==> src/rtl/bitty_fetch_seq.sv <==
// Fetch/issue sequencer for the bitty core: fetches from its own PC, issues each
// instruction with a one-cycle run pulse and retires it on core_done.
module bitty_fetch_seq #(
    parameter int ADDR_W    = 8,
    parameter int INSTR_W   = 16,
    parameter int FETCH_LAT = 2,
    parameter int TIMEOUT   = 255,
    parameter int CNT_W     = 16
) (
    input  logic               clk,
    input  logic               reset,
    input  logic               start,
    input  logic               step_mode,
    input  logic               step,
    input  logic               halt_req,
    output logic [ADDR_W-1:0]  mem_addr,
    input  logic [INSTR_W-1:0] mem_rdata,
    output logic [INSTR_W-1:0] core_instr,
    output logic               core_run,
    input  logic               core_done,
    input  logic               branch_taken,
    input  logic [ADDR_W-1:0]  branch_target,
    output logic [ADDR_W-1:0]  pc,
    output logic               busy,
    output logic               halted,
    output logic               fault,
    output logic [CNT_W-1:0]   retired
);

    localparam logic [2:0] ST_IDLE      = 3'd0;
    localparam logic [2:0] ST_FETCH     = 3'd1;
    localparam logic [2:0] ST_ISSUE     = 3'd2;
    localparam logic [2:0] ST_EXEC      = 3'd3;
    localparam logic [2:0] ST_STEP_WAIT = 3'd4;
    localparam logic [2:0] ST_HALTED    = 3'd5;

    // Fetch counter counts down to zero; watchdog expires on its TIMEOUT-th EXEC edge.
    localparam logic [3:0]  LAT_LOAD = 4'(FETCH_LAT - 1);
    localparam logic [15:0] WD_LAST  = 16'(TIMEOUT - 1);

    logic [2:0]  state_r;
    logic [3:0]  lat_r;
    logic [15:0] wd_r;
    logic        halt_r;

    function automatic logic [ADDR_W-1:0] next_pc(input logic [ADDR_W-1:0] cur,
                                                  input logic              taken,
                                                  input logic [ADDR_W-1:0] target);
        return taken ? target : cur + {{(ADDR_W-1){1'b0}}, 1'b1};
    endfunction

    assign mem_addr = pc;

    // Status flags decoded straight from the state register.
    always_comb begin
        busy   = (state_r == ST_FETCH) || (state_r == ST_ISSUE) || (state_r == ST_EXEC);
        halted = (state_r == ST_HALTED);
    end

    // Sequencer state, PC, issue register, watchdog and retire counter.
    always_ff @(posedge clk or posedge reset) begin
        if (reset) begin
            state_r    <= ST_IDLE;
            lat_r      <= 4'd0;
            wd_r       <= 16'd0;
            halt_r     <= 1'b0;
            pc         <= '0;
            core_instr <= '0;
            core_run   <= 1'b0;
            fault      <= 1'b0;
            retired    <= '0;
        end else begin
            core_run <= 1'b0;
            case (state_r)
                ST_IDLE: begin
                    if (start) begin
                        state_r <= ST_FETCH;
                        lat_r   <= LAT_LOAD;
                    end
                end
                ST_FETCH: begin
                    if (halt_req) halt_r <= 1'b1;
                    if (lat_r == 4'd0) begin
                        core_instr <= mem_rdata;
                        core_run   <= 1'b1;
                        state_r    <= ST_ISSUE;
                    end else begin
                        lat_r <= lat_r - 4'd1;
                    end
                end
                ST_ISSUE: begin
                    if (halt_req) halt_r <= 1'b1;
                    wd_r    <= 16'd0;
                    state_r <= ST_EXEC;
                end
                ST_EXEC: begin
                    // A done on the expiry edge still retires cleanly.
                    if (core_done) begin
                        pc <= next_pc(pc, branch_taken, branch_target);
                        if (retired != {CNT_W{1'b1}}) retired <= retired + {{(CNT_W-1){1'b0}}, 1'b1};
                        if (halt_r || halt_req) begin
                            state_r <= ST_HALTED;
                            halt_r  <= 1'b0;
                        end else if (step_mode) begin
                            state_r <= ST_STEP_WAIT;
                        end else begin
                            state_r <= ST_FETCH;
                            lat_r   <= LAT_LOAD;
                        end
                    end else if (wd_r == WD_LAST) begin
                        fault   <= 1'b1;
                        state_r <= ST_HALTED;
                        halt_r  <= 1'b0;
                    end else begin
                        wd_r <= wd_r + 16'd1;
                        if (halt_req) halt_r <= 1'b1;
                    end
                end
                ST_STEP_WAIT: begin
                    if (halt_req || halt_r) begin
                        state_r <= ST_HALTED;
                        halt_r  <= 1'b0;
                    end else if (step) begin
                        state_r <= ST_FETCH;
                        lat_r   <= LAT_LOAD;
                    end
                end
                ST_HALTED: begin
                    if (start) begin
                        state_r <= ST_FETCH;
                        lat_r   <= LAT_LOAD;
                        fault   <= 1'b0;
                        halt_r  <= 1'b0;
                    end
                end
                default: begin
                    state_r <= ST_IDLE;
                end
            endcase
        end
    end

endmodule

==> config.mk <==
export PLATFORM = sky130hd
export DESIGN_NAME = bitty_fetch_seq
export DESIGN_NICKNAME = d
export VERILOG_FILES = /design/src/rtl/bitty_fetch_seq.sv
export SDC_FILE = /design/constraint.sdc
export NUM_CORES = 1
export LEC_CHECK = 0
export CAP_MARGIN = 20
export CORE_MARGIN = 4
export CORE_UTILIZATION = 30
export CTS_CLUSTER_SIZE = 8
export DETAILED_ROUTE_END_ITERATION = 8
export SYNTH_ARGS = -nofsm -noshare
export SYNTH_HDL_FRONTEND = slang
export SYNTH_SLANG_ARGS = --single-unit
==> constraint.sdc <==
create_clock -name clk -period 2.5 [get_ports clk]
set_input_delay 0.5 -clock clk [delete_from_list [all_inputs] [get_ports clk]]
set_output_delay 0.5 -clock clk [all_outputs]
set_load 0.05 [all_outputs]
Word level (Yosys, flattened, before mapping) --
Cells that the tools add are included.
Operators by class: reductions and logical operators 19, add/subtract/negate cells 4, equal/unequal tests 21, muxes and demuxes 32
Operators by type and width (number):
- 16-bit by 1-bit adder with 16-bit output (second input constant) | 2
- 16-bit two-way mux | 2
- 16-bit one-hot mux with 2 select lines | 1
- 4-bit two-way mux | 7
- 3-bit two-way mux | 8
- 2-bit != test (second input constant) | 9
- 16-bit by 8-bit equality test with 1-bit output (second input constant) | 1
- 16-bit != test (second input constant) | 1
- 4-bit one-hot mux with 4 select lines | 1
- 3-bit one-hot mux with 5 select lines | 1
- 1-bit two-way mux | 9
- 8-bit by 1-bit adder with 8-bit output (second input constant) | 1
- 8-bit two-way mux | 1
- 4-bit AND reduction | 2
- 8-bit AND reduction | 1
- 4-bit nonzero test | 2
- 3-bit by 2-bit equality test with 1-bit output (second input constant) | 2
- 3-bit equality test (second input constant) | 2
- 2-bit by 1-bit != test with 1-bit output (second input constant) | 3
- 2-bit AND reduction | 3
- 3-bit AND reduction | 2
- 4-bit logical NOT | 1
- 1-bit one-hot mux with 4 select lines | 1
- 2-bit nonzero test | 2
- other kinds (8) | 11
Word-level totals: output and inout bits 52, flip-flop bits (word level) 66, input bits 32, logic and storage cells 85

Longest topological paths before layout --
word-level depth 4, gate-level depth with buffers 8, gate-level depth less buffers 6

Least setup slack after synthesis --
OpenSTA, ideal clock, no wires.
path type reg2reg, from reg retired[0], to reg retired[1], stages on the path, launching flop included 6, library setup time 0.125 ns, path slack 0.344 ns, path buffers 0, data required time 2.375 ns, arrival 2.032 ns, clock period less this slack 2.156 ns, cells stage by stage dfrtp_1 -> ha_1 -> nand4_1 -> nor4_1 -> nor2_1 -> mux2_2
On the way: cells in the longest elaborated chain, start to end 2, elaborated cells between the ends (all ways) 3, those cells by class add/sub: 1; eq/ne: 1; reduce/logical: 1
RTL lines:
- start: declaration | RTL line 27 | output logic [CNT_W-1:0] retired
- start signal: assignment | RTL line 100 | if (retired != {CNT_W{1'b1}}) retired <= retired + {{(CNT_W-1){1'b0}}, 1'b1};
- parallel branches: the longest is 2 deep, another holds 16-bit by 1-bit adder with 16-bit output
Several ways; the timed one is not identified. A chain may end at the register's enable or synchronous reset.

Worst setup path in the final report --
from reg pc[3], in the netlist mem_addr[3], to out pc[3]
RTL lines:
- start: declaration | RTL line 23 | output logic [ADDR_W-1:0] pc,
- start signal: assignment | RTL line 99 | pc <= next_pc(pc, branch_taken, branch_target);
No word-level cell between the ends.

==> impl_metrics.toml <==
[route]
drt_iter0_drc = 136
num_vias = 2930
wl_um = 8323
dr.pass1.iters = 5
wire_per_inst_um = 14.47
viasPerCell = 5.096
drc = 0
postRouteAntennaNets = 0

[yosys]
syn-cell-area_um2 = 3550
synth-simple-area-share_pct = 20.94
synth_edf_count = 0
synth_fa_ha_area_share_pct = 1.762
synth_top_area_share_pct = 46.53
synthTopCellsByArea = "dfrtp_1 47%, mux2_2 6.3%, o21ai_0 3.1%"
synth_top_cell_by_area = "dfrtp_1"
syn-num-nets = 382
synthFlopType = "dfrtp_1"
yosysSeqAreaShare_pct = 46.53
async_flop_share_pct = 100.0
synth_compound_area_share_pct = 12.51
synth_top_family_by_area = "simple AND/OR/NAND/NOR gates"
ys_warn_count = 0
ys_types = 49
ys_ff_latch = 66
synthCells = 345
synth.area.mux_share_pct = 9.165
avgSynthCellArea_um2 = 10.29
synthXorXnorAreaFrac_pct = 3.208

[timing]
worst_slew_margin_rel_pct = 57.10
slew_viol_final = 0
hold_violations = 0
fin_worst_skew_ns = 0.006476
min_period_ns = 2.172
max_freq_mhz = 460.4
period_share_pct = 86.89
worst_pin_slew_ns = 0.6414
finalSetupTns_ns = 0
setup_viol = 0
rsz0062_at_grt = "false"

[outcome]
status = "complete, no violations"

[power]
p_leak_nw = 2.019
max-vdd-ir-drop_mv = 0.4202
p_total_w = 0.005997
powerDensity_nw_per_um2 = 1238

[worst_setup_path]
startpoint_type = "register"
crit_chain = "clkdlybuf4s50_1"
endpoint_kind = "output port"
crit_arrival_ns = 1.67
worstSetupPathType = "reg2out"
slowest_stage = "clkdlybuf4s50_1"
cpLargestDelayFamily = "buffers and inverters"
crit_buf_inv = 1
cpPeakStageDelay_ns = 0.86
required_ns = 2.00
crit_fanout = 9

[final_layout]
synthToLayoutAreaGrowth_pct = 36.45
drive_above_1_share_pct = 13.43
finish.utilization_pct = 42.06
final_cells = 575
final_nets = 464
diodes = 0

[floorplanning]
die_width_um = 116.8
die_area_um2 = 13640
die_y_um = 116.8
ios = 84
coreArea_um2 = 11520
initial_core_util_pct = 30.82
row_count = 39

[global_route]
grt_max_degree = 67
grt_usage_pct = 12.63
grt_overflow = 0
antenna_found_initial = 0
grt_pass1_vias = 2834
grt_pass1_wl_um = 13890

[clocking]
cts.clk_slew.worst_paths_ns = 0.06
cts_root_buffer = "clkbuf_16"
cts_tree = "done"
post_cts_resize_count = 0
clk_latency_ns = 0.32
post-cts-setup-buffers = 0
numCtsBuffers = 9
clock-sinks = 66
htreeDepth = 3
cts_buffer_depth = 2
cts_hold_buf = 0

[placement]
dp_cells = 559
io_buffers = 83
hpwl_um = 6009
gp_congestion = 0.8050

[flow_run]
maxCapViolations = 0

[hold_path]
hold_path_class = "reg2reg"
[worst paths after layout]
path | from | to | slack [ns] | cells after the start
setup / recovery | mem_addr[3]$_DFFE_PP0P_ | pc[3] | 0.33 | 1
setup reg to reg | retired[0]$_DFFE_PP0P_ | retired[1]$_DFFE_PP0P_ | 0.37 | 5
hold reg to reg | core_instr[2]$_DFFE_PP0P_ | core_instr[2]$_DFFE_PP0P_ | 0.50 | 1
max in group asynchronous | reset | wd_r[8]$_DFFE_PP0P_ | 1.63 | 3
min in group asynchronous | reset | core_instr[5]$_DFFE_PP0P_ | 0.60 | 3
hold / removal | core_instr[2]$_DFFE_PP0P_ | core_instr[2]$_DFFE_PP0P_ | 0.50 | 1
[per-layer routing]
layer	track usage, %	vias to the layer above	share of wire, %
li1	-	1437	-
met1	16.34	1436	45
met2	20.82	52	50
met3	3.085	5	3.6
met4	4.128	0	1.1
met5	0	-	0
[per-stage QoR]
step	hold WS, ns	setup WS [ns]	instance area, um2
finish	0.4994	0.3278	4843
global route	0.5100	0.2187	4843
CTS	0.5036	0.3079	4843
detailed placement	0.4915	0.02453	4501
global placement	0.4869	0.04822	4501
floorplan	0.4647	0.3437	3550
[cells in the mapped netlist (all sizes together) (3+ instances only)]
master / number
ha: 5
a22oi: 3
xor2: 10
and4: 4
dfrtp: 66
a21oi: 9
or4: 8
nor4: 6
a221oi: 3
xnor2: 3
nor3b: 3
a21boi: 9
nor2: 15
nand3: 13
inv: 12
nand2b: 7
o211ai: 4
or2: 3
o31ai: 8
mux2: 20
o21ai: 22
nand2: 24
nor4b: 7
and3: 5
nor3: 10
a31oi: 3
buf: 18
nand4: 10
clkbuf: 7
mux2i: 10
[cells in the final DEF, fill, tap and decap left out, types with 3 or more instances in the layout]
cell	count
and4_1	3
inv_1	11
o31ai_1	8
nor2_1	15
and3_1	5
bufinv_16	3
nor3_1	10
or4_1	7
nand2b_1	7
mux2i_1	10
nand3_1	13
ha_1	5
a21boi_1	4
xnor2_1	3
o211ai_1	4
nand4_1	10
a22oi_1	3
o21ai_0	22
clkdlybuf4s50_1	81
nor4_1	6
or2_2	3
a31oi_1	3
buf_4	14
xor2_1	10
a21boi_0	5
nor3b_1	3
dfrtp_1	66
nor4b_1	7
clkbuf_16	9
mux2_2	20
nand2_1	24
a21oi_1	9
a221oi_1	3
[cell type report]
class	instances	area, um2
clock buffer	10	229.0
clock inverter	6	113.9
fill	1135	6673
inverter	12	45.04
multi-input combinational	242	1689
sequential	66	1652
tap	143	178.9
timing repair buffer	96	935.9
[report_power, final]
group,leakage (nW),switching [W],internal (W)
sequential,0.829,0.000337,0.00139
clock,0.159,0.000476,0.000978
combinational,1.03,0.00174,0.00107
total,2.02,0.00255,0.00344
[flip-flops by register name, indices dropped and copies added, names as in the netlist]
name,flops
state_r,3
fault,1
lat_r,4
core_run,1
core_instr,16
mem_addr,8
retired,16
wd_r,16
halt_r,1
[kinds of logic (layout without fill, tap and decap cells)]
group | after synthesis | in the layout
buffers and inverters | 37 | 124
DFF | 66 | 66
and+or+nand+nor | 125 | 125
xor gates and xnor gates | 13 | 13
AOI/OAI and AO/OA | 69 | 69
muxes | 30 | 30
adders and majority gates | 5 | 5
No activity file was read; power rests on OpenSTA's default activity.
